$ cat config.mk
export PLATFORM = sky130hd
export DESIGN_NAME = adc_tx_seq
export DESIGN_NICKNAME = d
export VERILOG_FILES = /design/src/rtl/adc_tx_pkg.sv /design/src/rtl/adc_tx_timer.sv /design/src/rtl/adc_tx_seq.sv
export SDC_FILE = /design/constraint.sdc
export NUM_CORES = 1
export LEC_CHECK = 0
export CORE_UTILIZATION = 40
export CTS_CLUSTER_DIAMETER = 30
export DETAILED_ROUTE_END_ITERATION = 12
export MAX_ROUTING_LAYER = met4
export PLACE_DENSITY_LB_ADDON = 0.15
export SLEW_MARGIN = 20
export SYNTH_ARGS = -nofsm -noshare
export SYNTH_HDL_FRONTEND = slang
export SYNTH_SLANG_ARGS = --single-unit
$ cat constraint.sdc
create_clock -name clk_i -period 4.7 [get_ports clk_i]
set_clock_uncertainty 0.05 [all_clocks]
set_input_delay 0.47 -clock clk_i [delete_from_list [all_inputs] [get_ports clk_i]]
set_output_delay 0.47 -clock clk_i [all_outputs]
set_load 0.005 [all_outputs]
$ cat src/rtl/adc_tx_pkg.sv
// Shared state encoding, sync byte and small helpers for the ADC-to-TX sequencer.
package adc_tx_pkg;

  typedef enum logic [2:0] {
    S_IDLE     = 3'd0,
    S_HDR      = 3'd1,
    S_CONV     = 3'd2,
    S_WAIT_EOC = 3'd3,
    S_SEND     = 3'd4,
    S_WAIT_EOT = 3'd5,
    S_NEXT     = 3'd6,
    S_WAIT_PER = 3'd7
  } state_e;

  localparam logic [7:0] SYNC_BYTE = 8'hA5;

  function automatic int chw(input int n);
    return (n > 1) ? $clog2(n) : 1;
  endfunction

  // Byte select with constant part-selects only, so the index width never matters.
  function automatic logic [7:0] pick_byte(input logic [63:0] d, input int idx);
    logic [7:0] b;
    b = 8'h00;
    for (int i = 0; i < 8; i++) begin
      if (i == idx) b = d[8*i +: 8];
    end
    return b;
  endfunction

endpackage

$ cat src/rtl/adc_tx_timer.sv
// Loadable down-counter with enable; stops at zero and flags it.
module adc_tx_timer #(
  parameter int W = 8
) (
  input  logic         clk_i,
  input  logic         rst_i,
  input  logic         load_i,
  input  logic         en_i,
  input  logic [W-1:0] val_i,
  output logic         zero_o
);

  logic [W-1:0] cnt_r;

  // load has priority over decrement; the count saturates at zero
  always_ff @(posedge clk_i or posedge rst_i) begin
    if (rst_i) begin
      cnt_r <= W'(0);
    end else if (load_i) begin
      cnt_r <= val_i;
    end else if (en_i && (cnt_r != W'(0))) begin
      cnt_r <= cnt_r - W'(1);
    end
  end

  assign zero_o = (cnt_r == W'(0));

endmodule

$ cat src/rtl/adc_tx_seq.sv
// Multi-channel ADC scan sequencer streaming samples MSB-byte-first to a byte TX.
// Define ADC_TX_HEADER_EN to prefix every frame with the sync byte.
module adc_tx_seq
  import adc_tx_pkg::*;
#(
  parameter int NCH    = 4,
  parameter int DW     = 12,
  parameter int BYTES  = 2,
  parameter int TO_CYC = 1000,
  parameter int PW     = 24
) (
  input  logic                   clk_i,
  input  logic                   rst_i,
  input  logic                   sts_i,
  input  logic                   stop_i,
  input  logic                   mode_i,
  input  logic [PW-1:0]          period_i,
  input  logic                   eoc_i,
  input  logic [DW-1:0]          adc_data_i,
  input  logic                   eot_i,
  output logic [chw(NCH)-1:0]    ch_o,
  output logic                   strc_o,
  output logic [7:0]             tx_data_o,
  output logic                   st_o,
  output logic                   eos_o,
  output logic                   frame_done_o,
  output logic                   err_o
);

  localparam int CHW = chw(NCH);
  localparam int DBW = BYTES * 8;
  localparam int TW  = $clog2(TO_CYC + 1);
  localparam int BIW = (BYTES > 1) ? $clog2(BYTES) : 1;

`ifdef ADC_TX_HEADER_EN
  localparam state_e FIRST_ST = S_HDR;
`else
  localparam state_e FIRST_ST = S_CONV;
`endif

  state_e          state_r;
  logic            mode_r;
  logic            stop_r;
  logic            hdr_r;
  logic [DBW-1:0]  data_r;
  logic [BIW-1:0]  byte_idx_r;
  logic            to_load_s, to_en_s, to_zero_s;
  logic            per_load_s, per_en_s, per_zero_s;
  logic [PW-1:0]   per_val_s;

  // A zero period still idles for one cycle between frames
  always_comb begin
    if (period_i == PW'(0)) begin
      per_val_s = PW'(1);
    end else begin
      per_val_s = period_i;
    end
  end

  assign to_load_s  = (state_r == S_CONV);
  assign to_en_s    = (state_r == S_WAIT_EOC);
  // Reloaded while the last byte drains so WAIT_PER lasts exactly the period
  assign per_load_s = (state_r == S_WAIT_EOT);
  assign per_en_s   = (state_r == S_NEXT) || (state_r == S_WAIT_PER);

  adc_tx_timer #(.W(TW)) u_to_timer (
    .clk_i  (clk_i),
    .rst_i  (rst_i),
    .load_i (to_load_s),
    .en_i   (to_en_s),
    .val_i  (TW'(TO_CYC)),
    .zero_o (to_zero_s)
  );

  adc_tx_timer #(.W(PW)) u_per_timer (
    .clk_i  (clk_i),
    .rst_i  (rst_i),
    .load_i (per_load_s),
    .en_i   (per_en_s),
    .val_i  (per_val_s),
    .zero_o (per_zero_s)
  );

  // Sequencer FSM with registered strobes and data outputs
  always_ff @(posedge clk_i or posedge rst_i) begin
    if (rst_i) begin
      state_r      <= S_IDLE;
      mode_r       <= 1'b0;
      stop_r       <= 1'b0;
      hdr_r        <= 1'b0;
      data_r       <= {DBW{1'b0}};
      byte_idx_r   <= BIW'(0);
      ch_o         <= CHW'(0);
      strc_o       <= 1'b0;
      st_o         <= 1'b0;
      tx_data_o    <= 8'h00;
      eos_o        <= 1'b1;
      frame_done_o <= 1'b0;
      err_o        <= 1'b0;
    end else begin
      strc_o       <= 1'b0;
      st_o         <= 1'b0;
      frame_done_o <= 1'b0;
      if ((state_r != S_IDLE) && stop_i) begin
        stop_r <= 1'b1;
      end
      case (state_r)
        S_IDLE: begin
          if (sts_i) begin
            mode_r  <= mode_i;
            stop_r  <= 1'b0;
            err_o   <= 1'b0;
            ch_o    <= CHW'(0);
            eos_o   <= 1'b0;
            state_r <= FIRST_ST;
          end
        end
        S_HDR: begin
          st_o      <= 1'b1;
          tx_data_o <= SYNC_BYTE;
          hdr_r     <= 1'b1;
          state_r   <= S_WAIT_EOT;
        end
        S_CONV: begin
          strc_o  <= 1'b1;
          state_r <= S_WAIT_EOC;
        end
        S_WAIT_EOC: begin
          // a conversion landing on the expiry cycle still counts as good data
          if (eoc_i) begin
            data_r     <= DBW'(adc_data_i);
            byte_idx_r <= BIW'(BYTES - 1);
            state_r    <= S_SEND;
          end else if (to_zero_s) begin
            data_r     <= {DBW{1'b1}};
            byte_idx_r <= BIW'(BYTES - 1);
            err_o      <= 1'b1;
            state_r    <= S_SEND;
          end
        end
        S_SEND: begin
          st_o      <= 1'b1;
          tx_data_o <= pick_byte(64'(data_r), int'(byte_idx_r));
          state_r   <= S_WAIT_EOT;
        end
        S_WAIT_EOT: begin
          if (eot_i) begin
            if (hdr_r) begin
              hdr_r   <= 1'b0;
              state_r <= S_CONV;
            end else if (byte_idx_r == BIW'(0)) begin
              state_r <= S_NEXT;
            end else begin
              byte_idx_r <= byte_idx_r - BIW'(1);
              state_r    <= S_SEND;
            end
          end
        end
        S_NEXT: begin
          if (ch_o != CHW'(NCH - 1)) begin
            ch_o    <= ch_o + CHW'(1);
            state_r <= S_CONV;
          end else begin
            frame_done_o <= 1'b1;
            ch_o         <= CHW'(0);
            if (mode_r && !stop_r) begin
              state_r <= S_WAIT_PER;
            end else begin
              eos_o   <= 1'b1;
              state_r <= S_IDLE;
            end
          end
        end
        S_WAIT_PER: begin
          if (stop_r) begin
            eos_o   <= 1'b1;
            state_r <= S_IDLE;
          end else if (per_zero_s) begin
            state_r <= FIRST_ST;
          end
        end
        default: begin
          eos_o   <= 1'b1;
          state_r <= S_IDLE;
        end
      endcase
    end
  end

endmodule
=== Word level (Yosys, flattened, before mapping) ===
Cells that the tools add are included.

* Add/subtract/negate cells: 4
* Equal/unequal tests: 18
* Mux-type cells: 45
* Reduce and logical (&&, ||, !) cells: 31

{| class="wikitable"
|+ Operators by type and width
! operator !! count
|-
| 2-to-1 mux 24 bit || 3
|-
| zero test 24 bit || 2
|-
| 2-to-1 mux 16 bit || 2
|-
| 2-to-1 mux 3 bit || 9
|-
| nonzero test 24 bit || 1
|-
| subtractor 24 x 1 -> 24 bit (second input constant) || 1
|-
| one-hot mux 3 bit (7 select lines) || 1
|-
| 2-to-1 mux 10 bit || 2
|-
| 2-to-1 mux 1 bit || 18
|-
| != test 2 bit (second input constant) || 9
|-
| one-hot mux 8 bit (2 select lines) || 1
|-
| nonzero test 2 bit || 8
|-
| == test 3 bit (second input constant) || 4
|-
| AND reduction 4 bit || 3
|-
| zero test 10 bit || 1
|-
| nonzero test 10 bit || 1
|-
| subtractor 10 x 1 -> 10 bit (second input constant) || 1
|-
| 2-to-1 mux 8 bit || 1
|-
| AND reduction 2 bit || 4
|-
| == test 3 x 2 -> 1 bit (second input constant) || 2
|-
| 2-to-1 mux 2 bit || 3
|-
| != test 3 bit (second input constant) || 2
|-
| one-hot mux 1 bit (2 select lines) || 3
|-
| nonzero test 3 bit || 2
|-
| 11 further kinds || 14
|}

* Register bits: 72
* Bits of input ports: 43
* Output and inout bits: 15
* Word-level logic and storage cells: 113

=== Logic depth before layout (Yosys ltp) ===
* Word-level depth: 5
* Mapped depth: 8
* Gate-level depth less buffers: 7

=== By module ===
A second synthesis with hierarchy kept.

* Cell total of the unflattened synthesis: 412
* Area, all modules: 3910.0 sq um

{| class="wikitable"
|+ Modules (own cells, without submodules)
! module !! instances !! cells each !! area each (sq um) !! seq. area each (sq um)
|-
| adc_tx_seq || 1 || 181 || 1759.2 || 877.1
|-
| adc_tx_timer at u_per_timer || 1 || 162 || 1495.2 || 600.6
|-
| adc_tx_timer at u_to_timer || 1 || 69 || 655.6 || 250.2
|}

=== Least setup slack after synthesis ===
No wires, ideal clock.

* Kind: register to register
* Start point: register u_per_timer.cnt_r[0]
* End point: register u_per_timer.cnt_r[20]
* Setup time: 132 ps
* Arrival: 1947 ps
* Data required time: 4518 ps
* Path slack: 2571 ps
* Cell stages (with the launch flop): 9
* Buffers on the path: 1
* Period minus slack after synthesis: 2129 ps
* Path through: dfrtp_1 -> inv_1 -> ha_1 -> or3b_2 -> clkbuf_1 -> nor4_4 -> nand4_1 -> xor2_1 -> o21ai_1

* Cells in the longest elaborated chain, start to end: 3
* Elaborated cells between the ends (all ways): 6
* Those cells by class: add/sub (1); mux (2); reduce/logical (3)

{| class="wikitable"
|+ Ends and longest elaborated chain
! item !! line !! RTL
|-
| start: declaration || adc_tx_timer.sv:13 || <nowiki>logic [W-1:0] cnt_r;</nowiki>
|-
| start signal: assignment || adc_tx_timer.sv:20 || <nowiki>cnt_r <= val_i;</nowiki>
|-
| start signal: assignment || adc_tx_timer.sv:22 || <nowiki>cnt_r <= cnt_r - W'(1);</nowiki>
|-
| subtractor 24 x 1 -> 24 bit or nonzero test 24 bit (tied branches) || adc_tx_timer.sv:22, adc_tx_timer.sv:21 ||
|-
| 2-to-1 mux 24 bit or logical AND 1 bit (tied branches) || adc_tx_timer.sv:21 || <nowiki>end else if (en_i && (cnt_r != W'(0))) begin</nowiki>
|-
| 2-to-1 mux 24 bit or nonzero test 2 bit (tied branches) || n/a ||
|}

Several ways; a longest one is shown, not always the timed one. The select of a mux whose other input is x is not followed.
A chain may end at the register's enable or synchronous reset.

=== Worst setup path after layout ===
* Start point: register u_per_timer.cnt_r[20]
* End point: register state_r[1]

* Cells in the longest elaborated chain, start to end: 3

{| class="wikitable"
|+ Ends and longest elaborated chain
! item !! line !! RTL
|-
| zero test 24 bit || adc_tx_timer.sv:26 || <nowiki>assign zero_o = (cnt_r == W'(0));</nowiki>
|-
| != test 3 bit (no line) || n/a ||
|-
| AND reduction 4 bit (no line) || n/a ||
|-
| end signal: assignment || adc_tx_seq.sv:87 || <nowiki>state_r <= S_IDLE;</nowiki>
|-
| end signal: assignment || adc_tx_seq.sv:115 || <nowiki>state_r <= FIRST_ST;</nowiki>
|-
| end signal: assignment || adc_tx_seq.sv:122 || <nowiki>state_r <= S_WAIT_EOT;</nowiki>
|-
| end: declaration || adc_tx_seq.sv:41 || <nowiki>state_e state_r;</nowiki>
|}

No other way between the ends.

==> metrics.log <==
INFO  metric status = complete, but fails checks
INFO  metric failed_checks = DRC
INFO  metric post-route-min-period = 2.93 ns
INFO  metric worstSetupStartpointType = flop
INFO  metric max_clock_freq = 341 MHz
INFO  metric start_util = 0.418
INFO  metric floorplan.core_area = 8850 µm²
INFO  metric routed_via_density = 5.74
INFO  metric holdCritPathClass = reg2reg
INFO  metric drive_gt1_frac = 0.0847
INFO  metric nFillCells = 825
INFO  metric yosys_warnings = 0
INFO  metric fraction_of_registers_with_async_set_reset = 1.00
INFO  metric synth_sequential_area_ratio = 0.468
INFO  metric totalPowerFinal = 2660 µW
INFO  metric grt_antenna_before_repair = 0
INFO  metric timing_worst_slew_pin_value = 0.919 ns
INFO  metric cts_num_sinks = 69
INFO  metric resized_after_cts = 0
INFO  metric grt_usage = 0.207
INFO  metric fin_setup_tns = 0 ns
INFO  metric chipHeight = 98.1 µm
INFO  metric fp.dieArea = 9630 µm²
INFO  metric worst_slew_margin_rel = 0.386
INFO  metric drc_errors = 4
INFO  metric grt_start_max_net_pins = 44
INFO  metric final_core_util = 0.515
INFO  metric hold_viol_final = 0
INFO  metric antenna_left = 0
INFO  metric clock_path_buffers = 2
INFO  metric crit_arrival = 3.12 ns
INFO  metric synth_cells = 380
INFO  metric portBuffers = 57
INFO  metric cts_buffers = 9
INFO  metric ys_ff_latch = 69
INFO  metric global_route.overflow_total = 0
INFO  metric synth.cell_area = 3700 µm²
INFO  metric netlist_top_cells_area = dfrtp_1, o22a_1, xor2_1, nor2_1, nor4_1
INFO  metric final-max-slew-violation-count = 0
INFO  metric irDropWorstVdd = 318 µV
INFO  metric p_leak = 0.00172 µW
INFO  metric cts.reportedPaths.clkPinSlew = 0.08 ns
INFO  metric clk-insertion-delay-late = 0.35 ns
INFO  metric finalNetCount = 480
INFO  metric setup_violations_final = 0
INFO  metric root_buffer_cell = clkbuf_8
INFO  metric post-route-period-util = 0.624
INFO  metric gpl.final_weighted_congestion = 0.815
INFO  metric dp_hpwl = 6400 µm
INFO  metric wirelength = 9080 µm
INFO  metric clock_tree.htree_level_count = 3
INFO  metric detail_route.wl_per_cell = 16.7 µm
INFO  metric post_cts_buffers = 0
INFO  metric cts_tree = done
INFO  metric io_count = 58
INFO  metric antenna_cells_inserted = 0
INFO  metric power.density = 583 nW/µm²
INFO  metric iter_0_drt_violations = 139
INFO  metric finalWorstSetupSlack = 1.77 ns
INFO  metric placement_rows = 34
INFO  metric ys.flop_type = dfrtp_1
INFO  metric critPathCaptureType = flop
INFO  metric postSynthAreaPerCell = 9.73 µm²
INFO  metric die-width = 98.1 µm
INFO  metric rsz0062_at_grt = false
INFO  metric number_of_nets_in_the_synthesized_netlist = 428
INFO  metric drt_pre_antenna_iters = 8
INFO  metric synth_top_cell_by_area = dfrtp_1
INFO  metric drv.max_cap_violation_count = 0
INFO  metric setup.worst_path.class = reg2reg
INFO  metric crit_fanout = 19
INFO  metric synth_largest_type_area_fraction = 0.460
INFO  metric synth_enable_flop_cells = 0
INFO  metric r2r_slack = 1.77 ns
INFO  metric synth_cell_type_count = 61
INFO  metric final.hold.worst_slack = 0.442 ns
INFO  metric ctsHoldBuffers = 0
INFO  metric first_global_vias = 3,053
INFO  metric cp.required = 4.88 ns
INFO  metric detailedPlace.worstSlack = 1.86 ns
INFO  metric vias = 3,126
INFO  metric area.growth.synth_to_final = 23.3%
INFO  metric grt_first_pass_wirelength = 15,400 µm
==> final timing paths <==
kind	endpoint	start	depth (start not counted)
max in group asynchronous	eos_o	rst_i	3
worst max-delay path	state_r[1]	u_per_timer.cnt_r[20]	5
min in group asynchronous	st_o	rst_i	2
worst min register to register	data_r[3]	data_r[3]	1
worst min-delay path	data_r[3]	data_r[3]	1
worst max register to register	state_r[1]	u_per_timer.cnt_r[20]	5
==> placed cells by master (no fill, tap or decap), types with 3 or more instances in the layout <==
cell type | netlist | layout
nand3_1 | 11 | 11
nor2b_1 | 6 | 6
clkdlybuf4s50_1 | 0 | 57
a31oi_1 | 7 | 7
nor2_1 | 29 | 29
or2_2 | 4 | 4
nand4_1 | 5 | 5
xor2_1 | 13 | 13
a221o_1 | 3 | 3
nand2_1 | 25 | 25
nor4_1 | 17 | 17
nand2b_1 | 3 | 3
o21ai_0 | 10 | 10
o2111ai_1 | 6 | 6
clkbuf_8 | 0 | 9
mux2i_1 | 8 | 8
buf_4 | 0 | 3
o22a_1 | 15 | 15
or3_1 | 7 | 7
dfrtp_1 | 68 | 68
nor3_1 | 16 | 16
o211ai_1 | 5 | 5
inv_1 | 18 | 17
ha_1 | 5 | 5
a21oi_1 | 18 | 18
o21ai_1 | 6 | 6
o22ai_1 | 7 | 7
or4_1 | 4 | 4
==> sequential cells by signal (all words and copies together) (netlist names) <==
register / flops
state_r: 3
u_to_timer.cnt_r: 10
mode_r: 1
tx_data_o: 8
ch_o: 2
st_o: 1
byte_idx_r: 1
strc_o: 1
frame_done_o: 1
data_r: 13
hdr_r: 1
u_per_timer.cnt_r: 24
err_o: 1
eos_o: 1
stop_r: 1
==> power breakdown <==
part	internal (µW)	leakage (µW)	switching, µW
Combinational	487	0.000824	493
Clock	301	0.000110	244
Sequential	848	0.000788	286
Total	1640	0.00172	1020
==> through the flow <==
step / area, µm² / instances
6_report: 4560 / 545
5_1_grt: 4560 / 545
4_1_cts: 4550 / 544
3_5_place_dp: 4330 / 528
3_3_place_gp: 4330 / 528
2_1_floorplan: 3700 / 380
==> layer usage <==
layer	up-vias	wire, µm	global-route usage
met5	-	0	-
met4	0	65	0.0420
met2	69	4040	0.302
met3	6	412	0.0458
li1	1525	-	-
met1	1526	4560	0.294
==> critical path, stage by stage (launching register included) <==
cell and delay (ns):
dfrtp_1 0.40, nor4_1 0.61, nand4_1 0.58, o21ai_4 0.63, o21ba_2 0.22, mux2_1 0.32
==> cell families after synthesis <==
family | synth area share
AND/OR/NAND/NOR | 0.223
XOR/XNOR | 0.0355
flip-flops | 0.468
AO/OA/AOI/OAI | 0.183
multiplexers | 0.0308
adder cells (fa/ha/maj) | 0.0169
buffers and inverters | 0.0427
==> final cells by class <==
class	instances	area, µm²	area share
clock inverters	7	98.8	0.0217
flip-flops and latches	69	1730	0.379
clock buffers	9	124	0.0272
repair buffers	60	593	0.130
multi-input cells	274	1810	0.397
well taps	108	135	0.0297
inverters	18	67.6	0.0148
==> Yosys cell counts (all sizes together) (7+ instances only) <==
cell	number
dfrtp	68
nor2	29
nand2	25
nor4	19
a21oi	18
inv	18
nor3	17
o21ai	17
o22a	15
clkbuf	13
xor2	13
nand3	11
or3	9
mux2i	8
a31oi	7
o22ai	7
Power figures use the tool's default switching activity.
